### src/rtl/cont_pkg.sv
// cont_pkg: state encodings and default timing constants for the continue-button conditioner
package cont_pkg;
  typedef enum logic [1:0] {
    IDLE         = 2'd0,
    PRESS_WAIT   = 2'd1,
    HELD         = 2'd2,
    RELEASE_WAIT = 2'd3
  } state_t;
  localparam int DEF_DEBOUNCE_CYCLES = 1000000;
  localparam int DEF_REPEAT_DELAY    = 50000000;
  localparam int DEF_REPEAT_PERIOD   = 20000000;
endpackage

### src/rtl/sync_2ff.sv
// sync_2ff: two-flop synchroniser with asynchronous active-high reset
module sync_2ff (
  input  logic clk,
  input  logic reset,
  input  logic d,
  output logic q
);
  logic s1;
  always_ff @(posedge clk or posedge reset)
    if (reset) {q, s1} <= 2'b00;
    else {q, s1} <= {s1, d};
endmodule

### src/rtl/continue_conditioner.sv
// continue_conditioner: synchronise, debounce and pulse the raw continue button.
// Define CONT_AUTOREPEAT_EN to emit auto-repeat pulses while the button stays held.
module continue_conditioner
  import cont_pkg::*;
#(
  parameter int DEBOUNCE_CYCLES = DEF_DEBOUNCE_CYCLES,
  parameter int REPEAT_DELAY    = DEF_REPEAT_DELAY,
  parameter int REPEAT_PERIOD   = DEF_REPEAT_PERIOD
) (
  input  logic clk,
  input  logic reset,
  input  logic btn_in,
  output logic pulse_out,
  output logic level_out,
  output logic bouncing
);
  localparam int CW = $clog2(DEBOUNCE_CYCLES + 1);
  localparam logic [CW-1:0] CMAX = CW'(DEBOUNCE_CYCLES - 1);
  state_t state, state_nxt;
  logic [CW-1:0] cnt, cnt_nxt;
  logic s2, pulse_nxt, pulse_d;
  sync_2ff u_sync (.clk(clk), .reset(reset), .d(btn_in), .q(s2));
  always_comb begin
    state_nxt = state;
    cnt_nxt = cnt;
    pulse_nxt = 1'b0;
    case (state)
      IDLE:
        if (s2) begin
          state_nxt = PRESS_WAIT;
          cnt_nxt = '0;
        end
      PRESS_WAIT:
        if (!s2) state_nxt = IDLE;
        else if (cnt == CMAX) begin
          state_nxt = HELD;
          pulse_nxt = 1'b1;
        end else cnt_nxt = cnt + 1'b1;
      HELD:
        if (!s2) begin
          state_nxt = RELEASE_WAIT;
          cnt_nxt = '0;
        end
      default:
        if (s2) state_nxt = HELD;
        else if (cnt == CMAX) state_nxt = IDLE;
        else cnt_nxt = cnt + 1'b1;
    endcase
  end
`ifdef CONT_AUTOREPEAT_EN
  localparam int RMAX = REPEAT_DELAY > REPEAT_PERIOD ? REPEAT_DELAY : REPEAT_PERIOD;
  localparam int RW = $clog2(RMAX + 1);
  localparam logic [RW-1:0] RDLY = RW'(REPEAT_DELAY - 1);
  localparam logic [RW-1:0] RPER = RW'(REPEAT_PERIOD - 1);
  logic [RW-1:0] rcnt;
  logic rep, in_held, rep_hit;
  // counting only while HELD persists makes any release bounce restart the delay
  assign in_held = state == HELD && state_nxt == HELD;
  assign rep_hit = in_held && rcnt == (rep ? RPER : RDLY);
  always_ff @(posedge clk or posedge reset)
    if (reset) begin
      rcnt <= '0;
      rep <= 1'b0;
    end else if (!in_held) begin
      rcnt <= '0;
      rep <= 1'b0;
    end else if (rep_hit) begin
      rcnt <= '0;
      rep <= 1'b1;
    end else rcnt <= rcnt + 1'b1;
  assign pulse_d = pulse_nxt | (rep_hit & ~pulse_out);
`else
  logic unused_rep;
  assign unused_rep = ^{REPEAT_DELAY, REPEAT_PERIOD};
  assign pulse_d = pulse_nxt;
`endif
  always_ff @(posedge clk or posedge reset)
    if (reset) begin
      state <= IDLE;
      cnt <= '0;
      pulse_out <= 1'b0;
      level_out <= 1'b0;
      bouncing <= 1'b0;
    end else begin
      state <= state_nxt;
      cnt <= cnt_nxt;
      pulse_out <= pulse_d;
      level_out <= state_nxt == HELD || state_nxt == RELEASE_WAIT;
      bouncing <= state_nxt == PRESS_WAIT || state_nxt == RELEASE_WAIT;
    end
endmodule
### config.mk
export PLATFORM = sky130hd
export DESIGN_NAME = continue_conditioner
export DESIGN_NICKNAME = d
export VERILOG_FILES = /design/src/rtl/cont_pkg.sv /design/src/rtl/sync_2ff.sv /design/src/rtl/continue_conditioner.sv
export SDC_FILE = /design/constraint.sdc
export NUM_CORES = 1
export LEC_CHECK = 0
export ABC_AREA = 1
export CORE_MARGIN = 2
export CORE_UTILIZATION = 60
export CTS_CLUSTER_SIZE = 28
export DETAILED_ROUTE_END_ITERATION = 6
export GPL_TIMING_DRIVEN = 0
export PLACE_DENSITY = 0.91
export SLEW_MARGIN = 30
export SYNTH_ARGS = -nofsm -noshare
export SYNTH_HDL_FRONTEND = slang
export SYNTH_HIERARCHICAL = 1
export SYNTH_SLANG_ARGS = --single-unit
### constraint.sdc
create_clock -name clk -period 1.69 [get_ports clk]
set_input_delay 0.4225 -clock clk [delete_from_list [all_inputs] [get_ports clk]]
set_output_delay 0.4225 -clock clk [all_outputs]
set_load 0.05 [all_outputs]
## Word level (Yosys, flattened, before mapping)

Cells that the tools add are included.
W data, S select, Z words.

| storage, ports and cells | value |
|---|---|
| register bits after elaboration | 27 |
| input port bits | 3 |
| output and inout bits | 3 |
| logic and storage cells | 38 |

| operators by class | value |
|---|---|
| add/sub/neg operators | 1 |
| eq/ne operators | 10 |
| multiplexer cells | 16 |
| reduce and logical (&&, ||, !) cells | 4 |

Operator list:

| kind | number |
|---|---|
| $mux W20 | 5 |
| $pmux W20 S3 | 1 |
| $add A20 B1 Y20 const B | 1 |
| $eq A20 B20 Y1 const B | 1 |
| $mux W2 | 6 |
| $eq A2 B2 Y1 const B | 3 |
| $pmux W2 S3 | 1 |
| $eq A2 B1 Y1 const B | 2 |
| $ne A2 B1 Y1 const B | 2 |
| $reduce_and A4 Y1 | 1 |
| $mux W1 | 3 |
| $ne A3 B3 Y1 const B | 1 |
| $logic_not A2 Y1 | 1 |
| $logic_or A1 B1 Y1 | 2 |
| $ne A2 B2 Y1 const B | 1 |

## Logic depth before layout (Yosys ltp)

Gate-level depths: netlist of run 1.

| depth | value |
|---|---|
| depth in word-level cells | 6 |
| mapped depth | 10 |
| mapped depth without buffers | 10 |

## Cells and area by module

The synthesis of run 1 kept the hierarchy.

Modules (own cells, without submodules):

| module | times used | cells an instance | area each (um^2) | seq. area each (um^2) |
|---|---|---|---|---|
| continue_conditioner | 1 | 223 | 1522.7 | 600.6 |
| sync_2ff | 1 | 3 | 53.8 | 50.0 |

## Worst setup path before layout of run 1

Ideal clock, no wire load.

| path | value |
|---|---|
| path type | register to register |
| start | reg cnt[0] |
| end | reg cnt[10] |
| library setup time | 0.126 ns |
| arrival time | 1.373 ns |
| required time | 1.564 ns |
| slack | 0.191 ns |
| cell stages (with the launch flop) | 9 |
| buffers on the path | 2 |
| clock period less this slack | 1.499 ns |
| cells stage by stage | dfrtp_1 ha_1 buf_4 nand3_2 nor2_2 nand3_2 nand2_4 buf_4 o21ai_0 |

| between the ends | value |
|---|---|
| cells in the longest elaborated chain, start to end | 4 |
| elaborated cells on any way between the ends | 6 |
| classes of those cells | add/sub: 1; eq/ne: 1; mux: 4 |

Ends and longest elaborated chain:

| what | RTL line | text |
|---|---|---|
| start: declaration | continue_conditioner.sv:20 | `logic [CW-1:0] cnt, cnt_nxt;` |
| start signal: assignment | continue_conditioner.sv:86 | `cnt <= cnt_nxt;` |
| $add A20 B1 Y20 or $eq A20 B20 Y1 (tied branches) | n/a |  |
| $mux W20 (*) | continue_conditioner.sv:35, continue_conditioner.sv:46 |  |
| $mux W20 (on tied branches) | continue_conditioner.sv:45, continue_conditioner.sv:34 |  |
| $pmux W20 S3 (*) | continue_conditioner.sv:27 | `case (state)` |

Every way passes the cells marked *; elsewhere a longest branch is shown, timed or not. The select of a mux whose other input is x is not followed.
A chain may end at the register's enable or synchronous reset.

## Worst setup path in the final report of run 1

| path | value |
|---|---|
| start | reg pulse_out |
| end | out pulse_out |

RTL lines:

| what | RTL line | text |
|---|---|---|
| start: declaration | continue_conditioner.sv:13 | `output logic pulse_out,` |
| start signal: assignment | continue_conditioner.sv:87 | `pulse_out <= pulse_d;` |

No word-level cell between the ends.

==> results.sh, run 1 <==
export IMPL_status="finished, final reports clean"
export IMPL_synth_most_common_cell="nand2_1"
export IMPL_maxCapViolations=0
export IMPL_post_place_ws_ns=-0.00943
export IMPL_synth_common_cells="nand2_1 (73), nor2_1 (30), dfrtp_1 (26)"
export IMPL_clk_path_buf_depth=2
export IMPL_startpoint_type="flop"
export IMPL_synth_fp_nets=230
export IMPL_grt_use_total_pct=24.6
export IMPL_drt_initial_drc_count=94
export IMPL_async_flop_share_pct=100
export IMPL_cp_arrival_ns=1.22
export IMPL_die_h_microns=55.3
export IMPL_cp_num_buf_inv=1
export IMPL_synth_area_leaders="dfrtp_1 (41%), nand2_1 (17%), nand3_1 (7.3%)"
export IMPL_tns_ns=0
export IMPL_crit_fanout=1
export IMPL_core_sq_um=2480
export IMPL_synth_cells=226
export IMPL_cts_tree="done"
export IMPL_clock_latency_ns=0.33
export IMPL_required_ns=1.27
export IMPL_cp_slowest_cell="dlygate4sd2_1"
export IMPL_yosys_warnings=6
export IMPL_ys_flop_type="dfrtp_1"
export IMPL_power_density_nw_per_um2=618
export IMPL_portBuffers=5
export IMPL_routed_wirelength_mm=3.54
export IMPL_worst_slew_pin_slew_ns=0.520
export IMPL_setup_viol_count_final=0
export IMPL_crit_start="pulse_out"
export IMPL_slowest_delay_ns=0.53
export IMPL_worstSetupPathType="reg -> out"
export IMPL_initial_core_util_pct=63.6
export IMPL_timing_rr_start="cnt[1]"
export IMPL_cts_buffers=3
export IMPL_cp_top_family="buffers and inverters"
export IMPL_synth_top_cell_area_share_pct=41.3
export IMPL_hp_class="in -> async"
export IMPL_synth_seq_cells=26
export IMPL_root_buffer="clkbuf_4"
export IMPL_fin_crit_sh_pct=97.0
export IMPL_ys_seq_area_share_pct=41.3
export IMPL_drcViolationCount=0
export IMPL_clkTransAtPathRegs_ns=0.14
export IMPL_die_area_sq_um=3050
export IMPL_cts_htree_levels=1
export IMPL_num_vias=1464
export IMPL_wl_per_cell_microns=13.3
export IMPL_drive_gt1_share_pct=10.1
export IMPL_rsz0062_at_grt="no"
export IMPL_fmax_mhz=610
export IMPL_vdd_drop_max_mv=0.657
export IMPL_grt_pass1_wl_mm=6.05
export IMPL_syn_cell_area_sq_um=1580
export IMPL_fin_skew_ns=0.00222
export IMPL_ioPinCount=6
export IMPL_antennaDiodeCount=0
export IMPL_hold_ws_ns=0.261
export IMPL_cp_end_kind="output pin"
export IMPL_grt_max_degree=25
export IMPL_nets=242
export IMPL_setup_slack_ns=0.0509
export IMPL_ant_nets=0
export IMPL_finalCoreUtilization_pct=69.8
export IMPL_via_per_inst=5.48
export IMPL_area_growth_pct=9.76
export IMPL_nFillCells=212
export IMPL_worstPathCellList="dlygate4sd2_1"
export IMPL_synth_distinct_cells=21
export IMPL_grt_pass1_vias=1344
export IMPL_rows=18
export IMPL_die_x_microns=55.3
export IMPL_drv_slew=0
export IMPL_postSynthAreaPerCell_sq_um=6.98
export IMPL_postCtsHoldBufs=0
export IMPL_cellLeakagePower_nw=0.711
export IMPL_antenna_found_initial=0
export IMPL_synth_edf_count=0
export IMPL_hpwl_mm=2.53
export IMPL_timing_slew_headroom_pct=65.3
export IMPL_cts_sinks=26
export IMPL_grt_overflow=0
export IMPL_yosysTopAreaCell="dfrtp_1"
export IMPL_gp_congestion=0.945
export IMPL_fin_crit_ns=1.64
export IMPL_hold_viol=0
export IMPL_firstDrtPassIters=4
==> power breakdown <==
group | switching (mW) | leakage (nW) | total, mW | internal, mW
logic | 0.0651 | 0.338 | 0.0970 | 0.0319
registers | 0.0105 | 0.352 | 0.646 | 0.635
clock network | 0.195 | 0.0210 | 0.327 | 0.132
==> final timing paths <==
| kind | to | slack (ns) | depth (start not counted) |
|---|---|---|---|
| worst min register to register | u_sync/q | 0.37 | 0 |
| worst max-delay path | pulse_out | 0.05 | 1 |
| max in group asynchronous | cnt[3] | 0.89 | 2 |
| min in group clk | u_sync/q | 0.37 | 0 |
| worst max register to register | cnt[12] | 0.11 | 8 |
| worst min-delay path | u_sync/s1 | 0.26 | 2 |
==> cell type report <==
| cell class | instances | area, sq um | area share, % |
|---|---|---|---|
| Clock buffer | 4 | 36.3 | 2.10 |
| Buffer | 6 | 47.5 | 2.75 |
| Sequential cell | 26 | 651 | 37.6 |
| Inverter | 22 | 82.6 | 4.77 |
| Timing Repair Buffer | 7 | 57.6 | 3.33 |
| Multi-Input combinational cell | 172 | 818 | 47.3 |
| Tap cell | 30 | 37.5 | 2.17 |
==> placed cells by master (no fill, tap or decap), drive strengths merged <==
cell type | netlist | final
nand3b | 1 | 1
nand2 | 74 | 74
nand3 | 25 | 25
dfrtp | 26 | 26
xor2 | 3 | 3
o21bai | 3 | 3
buf | 6 | 8
nor2 | 34 | 34
and2 | 2 | 2
dlygate4sd2 | 0 | 2
o21ai | 20 | 20
or2 | 1 | 1
ha | 1 | 1
clkdlybuf4s50 | 0 | 2
clkbuf | 0 | 5
inv | 22 | 22
nand4 | 8 | 8
==> registers in the layout (all words and copies together) (netlist names) <==
name / flops
cnt: 20
level_out: 1
bouncing: 1
pulse_out: 1
state: 1
u_sync/q: 1
u_sync/s1: 1
==> what timing repair did <==
action	CTS	global route
buffers inserted	1	1
endpoints found under the setup margin	16	21
resized for setup	4	5
pin swaps	0	1
==> cell families (layout without fill, tap and decap cells) <==
group	Yosys count	in the layout	synth area share (%)
and+or+nand+nor	145	145	40.2
buffers and inverters	28	39	8.25
DFF	26	26	41.3
AOI/OAI and AO/OA	23	23	7.78
xor gates and xnor gates	3	3	1.67
adders and majority gates	1	1	0.794
==> routing by layer <==
layer,share of wire (%),global-route usage [%],up-vias
met1,46,36.8,673
met4,1.2,9.41,0
met5,0,0,-
met3,5.3,2.81,5
met2,48,36.7,42
li1,-,-,744
==> metrics by stage <==
stage                     cell area, sq um  power (mW)  instances
final                                 1730        1.07        267
after global routing                  1730        1.10        267
after CTS                             1710        1.06        266
after detailed placement              1660       0.745        261
after global placement                1660       0.743        261
after floorplan                       1580       0.718        226
Note: power is estimated with default switching activity, not from simulation.
==> run 2: changes to the inputs <==
Settings changed: ABC_CLOCK_PERIOD_IN_PS from default to 1400, CORE_UTILIZATION 60 to 54, PLACE_DENSITY 0.91 to 0.87.
Clock period 1.69 ns to 1.4 ns, I/O delays scaled along.
==> results.sh, run 2 (synthesis results as in run 1) <==
export IMPL_swShare_pct=24.3
export IMPL_r2r_end="cnt[11]"
export IMPL_nets=255
export IMPL_layout_common_cells="nand2_1 (60), nand3_1 (22), nor2_1 (21)"
export IMPL_cts_htree_levels=1
export IMPL_crit_start="cnt[6]"
export IMPL_drive_gt1_share_pct=32.8
export IMPL_clock_latency_ns=0.34
export IMPL_grt_pass1_wl_mm=7.07
export IMPL_nFillCells=192
export IMPL_cts_sinks=26
export IMPL_grt_use_total_pct=27.6
export IMPL_worst_slew_pin_slew_ns=0.499
export IMPL_ioPinCount=6
export IMPL_drcViolationCount=0
export IMPL_antenna_found_initial=0
export IMPL_via_per_inst=5.84
export IMPL_hold_viol=0
export IMPL_clk_path_buf_depth=2
export IMPL_grt_pass1_vias=1569
export IMPL_drt_initial_drc_count=80
export IMPL_wl_per_cell_microns=15.5
export IMPL_layout_commonest_cell="nand2_1"
export IMPL_cts_buffers=3
export IMPL_worstPathCellList="inv_1 > nand3_2 > nor2_4 > nand3_4 > nand2_8 > buf_12 > buf_8 > nand2_2 > o21ai_2"
export IMPL_grt_max_degree=25
export IMPL_required_ns=1.67
export IMPL_rows=19
export IMPL_top_register="cnt"
export IMPL_maxCapViolations=0
export IMPL_cp_num_buf_inv=3
export IMPL_core_sq_um=2760
export IMPL_hp_class="in -> async"
export IMPL_cp_arrival_ns=1.81
export IMPL_routed_wirelength_mm=4.35
export IMPL_fin_crit_sh_pct=110
export IMPL_num_vias=1642
export IMPL_comb_power_share_pct=11.1
export IMPL_drv_slew=0
export IMPL_cts_tree="done"
export IMPL_p_int_mw=1.12
export IMPL_fin_skew_ns=0.0117
export IMPL_place_area_sq_um=1690
export IMPL_status="finished, violations left"
export IMPL_cellLeakagePower_nw=0.807
export IMPL_r2r_setup_slack_ns=-0.14
export IMPL_power_density_nw_per_um2=728
export IMPL_ant_nets=0
export IMPL_violations="setup timing"
export IMPL_startpoint_type="flop"
export IMPL_crit_end="cnt[11]"
export IMPL_die_area_sq_um=3370
export IMPL_cp_end_kind="flop"
export IMPL_initial_core_util_pct=57.2
export IMPL_seq_power_share_pct=52.5
export IMPL_slowest_delay_ns=0.47
export IMPL_vdd_drop_max_mv=1.03
export IMPL_crit_cells=9
export IMPL_postCtsHoldBufs=0
export IMPL_root_buffer="clkbuf_4"
export IMPL_cp_top_family="simple AND/OR/NAND/NOR gates"
export IMPL_rsz0062_at_grt="yes"
export IMPL_worstSetupPathType="reg -> reg"
export IMPL_antennaDiodeCount=0
export IMPL_cp_slowest_cell="dfrtp_2"
export IMPL_fmax_mhz=651
export IMPL_power_switching_mw=0.360
export IMPL_grt_overflow=0
export IMPL_post_place_ws_ns=-0.220
export IMPL_crit_fanout=5
export IMPL_hpwl_mm=2.62
export IMPL_die_x_microns=58.0
export IMPL_gp_congestion=0.958
export IMPL_design_area_sq_um=2040
export IMPL_timing_slew_headroom_pct=66.7
export IMPL_area_growth_pct=29.4
export IMPL_r2r_cells=9
export IMPL_fin_crit_ns=1.54
export IMPL_clkPwrFrac_pct=36.4
export IMPL_setup_slack_ns=-0.135
export IMPL_largest_reg_flops=20
export IMPL_portBuffers=5
export IMPL_die_h_microns=58.0
export IMPL_timing_rr_start="cnt[6]"
export IMPL_clkTransAtPathRegs_ns=0.16
export IMPL_firstDrtPassIters=6
export IMPL_setup_viol_count_final=20
-- run 2: area by class of cell --
| type | instances | area, sq um | share of cell area, % |
|---|---|---|---|
| tap | 31 | 38.8 | 1.90 |
| buffer | 5 | 61.3 | 3.00 |
| clock buffer | 3 | 22.5 | 1.10 |
| clock inverter | 1 | 30.0 | 1.47 |
| multi-input combinational | 172 | 950 | 46.5 |
| inverter | 22 | 85.1 | 4.17 |
| timing repair buffer | 21 | 190 | 9.32 |
| sequential | 26 | 663 | 32.5 |
-- run 2: through the flow --
step	utilization [%]	hold WS, ns	std cells	TNS [ns]	power, mW
after floorplan	-	0.0912	226	-0.131	0.874
after CTS	69.3	0.159	277	-1.93	1.49
after global routing	74.0	0.176	281	-2.53	1.54
final	74.0	0.190	281	-1.18	1.48
after global placement	61.3	0.335	262	-6.25	0.906
after detailed placement	61.3	0.347	262	-7.89	0.909
-- run 2: how the worst min path moves through the flow --
| stage | endpoint | slack, ns | start |
|---|---|---|---|
| finish | u_sync/q | 0.19 | reset |
| global route | u_sync/q | 0.18 | reset |
| CTS | u_sync/q | 0.16 | reset |
| detailed placement | u_sync/q | 0.35 | u_sync/s1 |
| global placement | u_sync/q | 0.33 | u_sync/s1 |
| floorplan | u_sync/q | 0.09 | reset |
-- run 2: power by group through the flow --
stage | combinational (mW) | sequential, mW | clock (mW)
detailed placement | 0.113 | 0.796 | 0
global placement | 0.111 | 0.795 | 0
global route | 0.180 | 0.782 | 0.583
floorplan | 0.0754 | 0.798 | 0
finish | 0.165 | 0.780 | 0.540
CTS | 0.169 | 0.779 | 0.544
-- run 2: what timing repair did --
item                                   4_1_cts  5_1_grt
gates cloned                                 2        0
setup buffers                                9        7
endpoints found under the hold margin        0        0
pin swaps                                    4       10
gates resized for setup                     35       50
setup endpoints to repair                   25       23
-- run 2: metal layers --
| layer | up-vias | wire [microns] | global-route usage (%) |
|---|---|---|---|
| met1 | 762 | 1720 | 35.2 |
| met5 | - | 0 | 0 |
| met4 | 0 | 237 | 9.63 |
| met2 | 81 | 2100 | 46.8 |
| li1 | 773 | - | - |
| met3 | 26 | 302 | 5.58 |
==> run 3: changes to the inputs <==
Settings changed: CORE_UTILIZATION 54 to 36, GPL_TIMING_DRIVEN 0 to default, PLACE_DENSITY 0.87 to 0.66.
==> results.sh, run 3 (synthesis results as in run 1) <==
export IMPL_cp_num_buf_inv=2
export IMPL_firstDrtPassIters=4
export IMPL_cellLeakagePower_nw=0.829
export IMPL_core_sq_um=4290
export IMPL_grt_pass1_vias=1346
export IMPL_power_switching_mw=0.344
export IMPL_hpwl_mm=2.66
export IMPL_status="finished, violations left"
export IMPL_maxCapViolations=0
export IMPL_timing_slew_headroom_pct=79.6
export IMPL_rsz0062_at_grt="yes"
export IMPL_grt_overflow=0
export IMPL_clkPwrFrac_pct=35.0
export IMPL_design_area_sq_um=2040
export IMPL_cts_htree_levels=1
export IMPL_worstSetupPathType="reg -> reg"
export IMPL_clock_latency_ns=0.28
export IMPL_gp_congestion=0.868
export IMPL_worstPathCellList="buf_4 > ha_4 > nand3_4 > nor2_4 > nand3_2 > nand2_4 > inv_2 > nand2_1 > nand2_1 > nor2_1"
export IMPL_grt_busiest_layer="met2"
export IMPL_die_area_sq_um=4920
export IMPL_num_vias=1491
export IMPL_antenna_found_initial=0
export IMPL_required_ns=1.58
export IMPL_r2r_setup_slack_ns=-0.02
export IMPL_worst_slew_pin_slew_ns=0.305
export IMPL_comb_power_share_pct=10.4
export IMPL_drt_initial_drc_count=64
export IMPL_clkTransAtPathRegs_ns=0.09
export IMPL_grtUsageMet2_pct=25.4
export IMPL_swShare_pct=24.1
export IMPL_clk_path_buf_depth=2
export IMPL_layout_commonest_cell="nand2_1"
export IMPL_violations="setup timing"
export IMPL_antennaDiodeCount=0
export IMPL_cts_buffers=3
export IMPL_hold_viol=0
export IMPL_setup_viol_count_final=6
export IMPL_seq_power_share_pct=54.7
export IMPL_rows=24
export IMPL_slowest_delay_ns=0.39
export IMPL_fin_crit_sh_pct=101
export IMPL_wl_per_cell_microns=11.4
export IMPL_ioPinCount=6
export IMPL_setup_slack_ns=-0.0176
export IMPL_cp_top_family="simple AND/OR/NAND/NOR gates"
export IMPL_fmax_mhz=705
export IMPL_nets=261
export IMPL_grtUsageMet1_pct=23.0
export IMPL_layout_common_cells="nand2_1 (70), buf_4 (24), nand3_1 (23)"
export IMPL_cts_tree="done"
export IMPL_largest_reg_flops=20
export IMPL_top_register="cnt"
export IMPL_drive_gt1_share_pct=25.0
export IMPL_cp_slowest_cell="dfrtp_1"
export IMPL_post_place_ws_ns=-0.0267
export IMPL_cpMostUsedCell="nand2_1"
export IMPL_area_growth_pct=29.2
export IMPL_grt_max_degree=25
export IMPL_drv_slew=0
export IMPL_hp_class="in -> async"
export IMPL_fin_crit_ns=1.42
export IMPL_grt_use_total_pct=16.2
export IMPL_routed_wirelength_mm=3.52
export IMPL_p_int_mw=1.08
export IMPL_vdd_drop_max_mv=0.460
export IMPL_initial_core_util_pct=36.7
export IMPL_grt_util_met3_pct=2.16
export IMPL_via_per_inst=4.84
export IMPL_place_area_sq_um=1920
export IMPL_cp_end_kind="flop"
export IMPL_root_buffer="clkbuf_8"
export IMPL_fin_skew_ns=0.00458
export IMPL_postCtsHoldBufs=0
export IMPL_die_x_microns=70.2
export IMPL_crit_fanout=9
export IMPL_die_h_microns=70.2
export IMPL_drcViolationCount=0
export IMPL_ant_nets=0
export IMPL_power_density_nw_per_um2=701
export IMPL_cts_sinks=26
export IMPL_startpoint_type="flop"
export IMPL_grt_pass1_wl_mm=6.27
export IMPL_cp_arrival_ns=1.60
export IMPL_portBuffers=5
## run 3: worst paths after layout
kind | from | endpoint | depth (start not counted)
max | cnt[0] | cnt[19] | 10
min | reset | u_sync/s1 | 2
max reg2reg | cnt[0] | cnt[19] | 10
min reg2reg | u_sync/s1 | u_sync/q | 0
max in group asynchronous | reset | cnt[5] | 3
min in group clk | u_sync/s1 | u_sync/q | 0
## run 3: final cells by class
| class | instances | area, sq um |
|---|---|---|
| repair buffers | 32 | 320 |
| inverters | 22 | 82.6 |
| fillers | 433 | 2260 |
| well taps | 52 | 65.1 |
| clock buffers | 4 | 55.1 |
| flip-flops and latches | 26 | 658 |
| multi-input cells | 172 | 856 |
## run 3: metrics by stage
| step | hold slack, ns | instances | setup TNS [ns] | util [%] | power (mW) |
|---|---|---|---|---|---|
| 2_1_floorplan | 0.0912 | 226 | -0.131 | - | 0.874 |
| 3_3_place_gp | 0.333 | 302 | -0.0769 | 44.6 | 0.928 |
| 3_5_place_dp | 0.341 | 302 | -0.158 | 44.6 | 0.930 |
| 6_report | 0.245 | 308 | -0.0410 | 47.4 | 1.43 |
| 5_1_grt | 0.259 | 308 | -1.62 | 47.4 | 1.51 |
| 4_1_cts | 0.239 | 306 | 0 | 46.5 | 1.45 |
## run 3: worst register-to-register path, delay by kind of cell, from the launching register on
| family | cells | cell delay, ns |
|---|---|---|
| buffers and inverters | 2 | 0.29 |
| flip-flops | 1 | 0.39 |
| adder cells (fa/ha/maj) | 1 | 0.17 |
| AND/OR/NAND/NOR | 7 | 0.47 |
## run 3: per-layer routing
layer,share of wire [%],vias to the layer above
met1,50,676
met2,45,26
li1,-,784
met4,1.6,0
met3,3.7,5
met5,0,-
## run 3: power groups by stage
stage / Sequential [mW] / Combinational [mW] / Clock (mW)
final: 0.781 / 0.148 / 0.500
after global routing: 0.783 / 0.168 / 0.557
after CTS: 0.784 / 0.139 / 0.524
after detailed placement: 0.795 / 0.135 / 0
after global placement: 0.795 / 0.133 / 0
after floorplan: 0.798 / 0.0754 / 0
## run 3: timing repair
item                                    4_1_cts  5_1_grt
setup buffers                                 0        2
gates resized for setup                       9       15
endpoints found under the setup margin       17       22
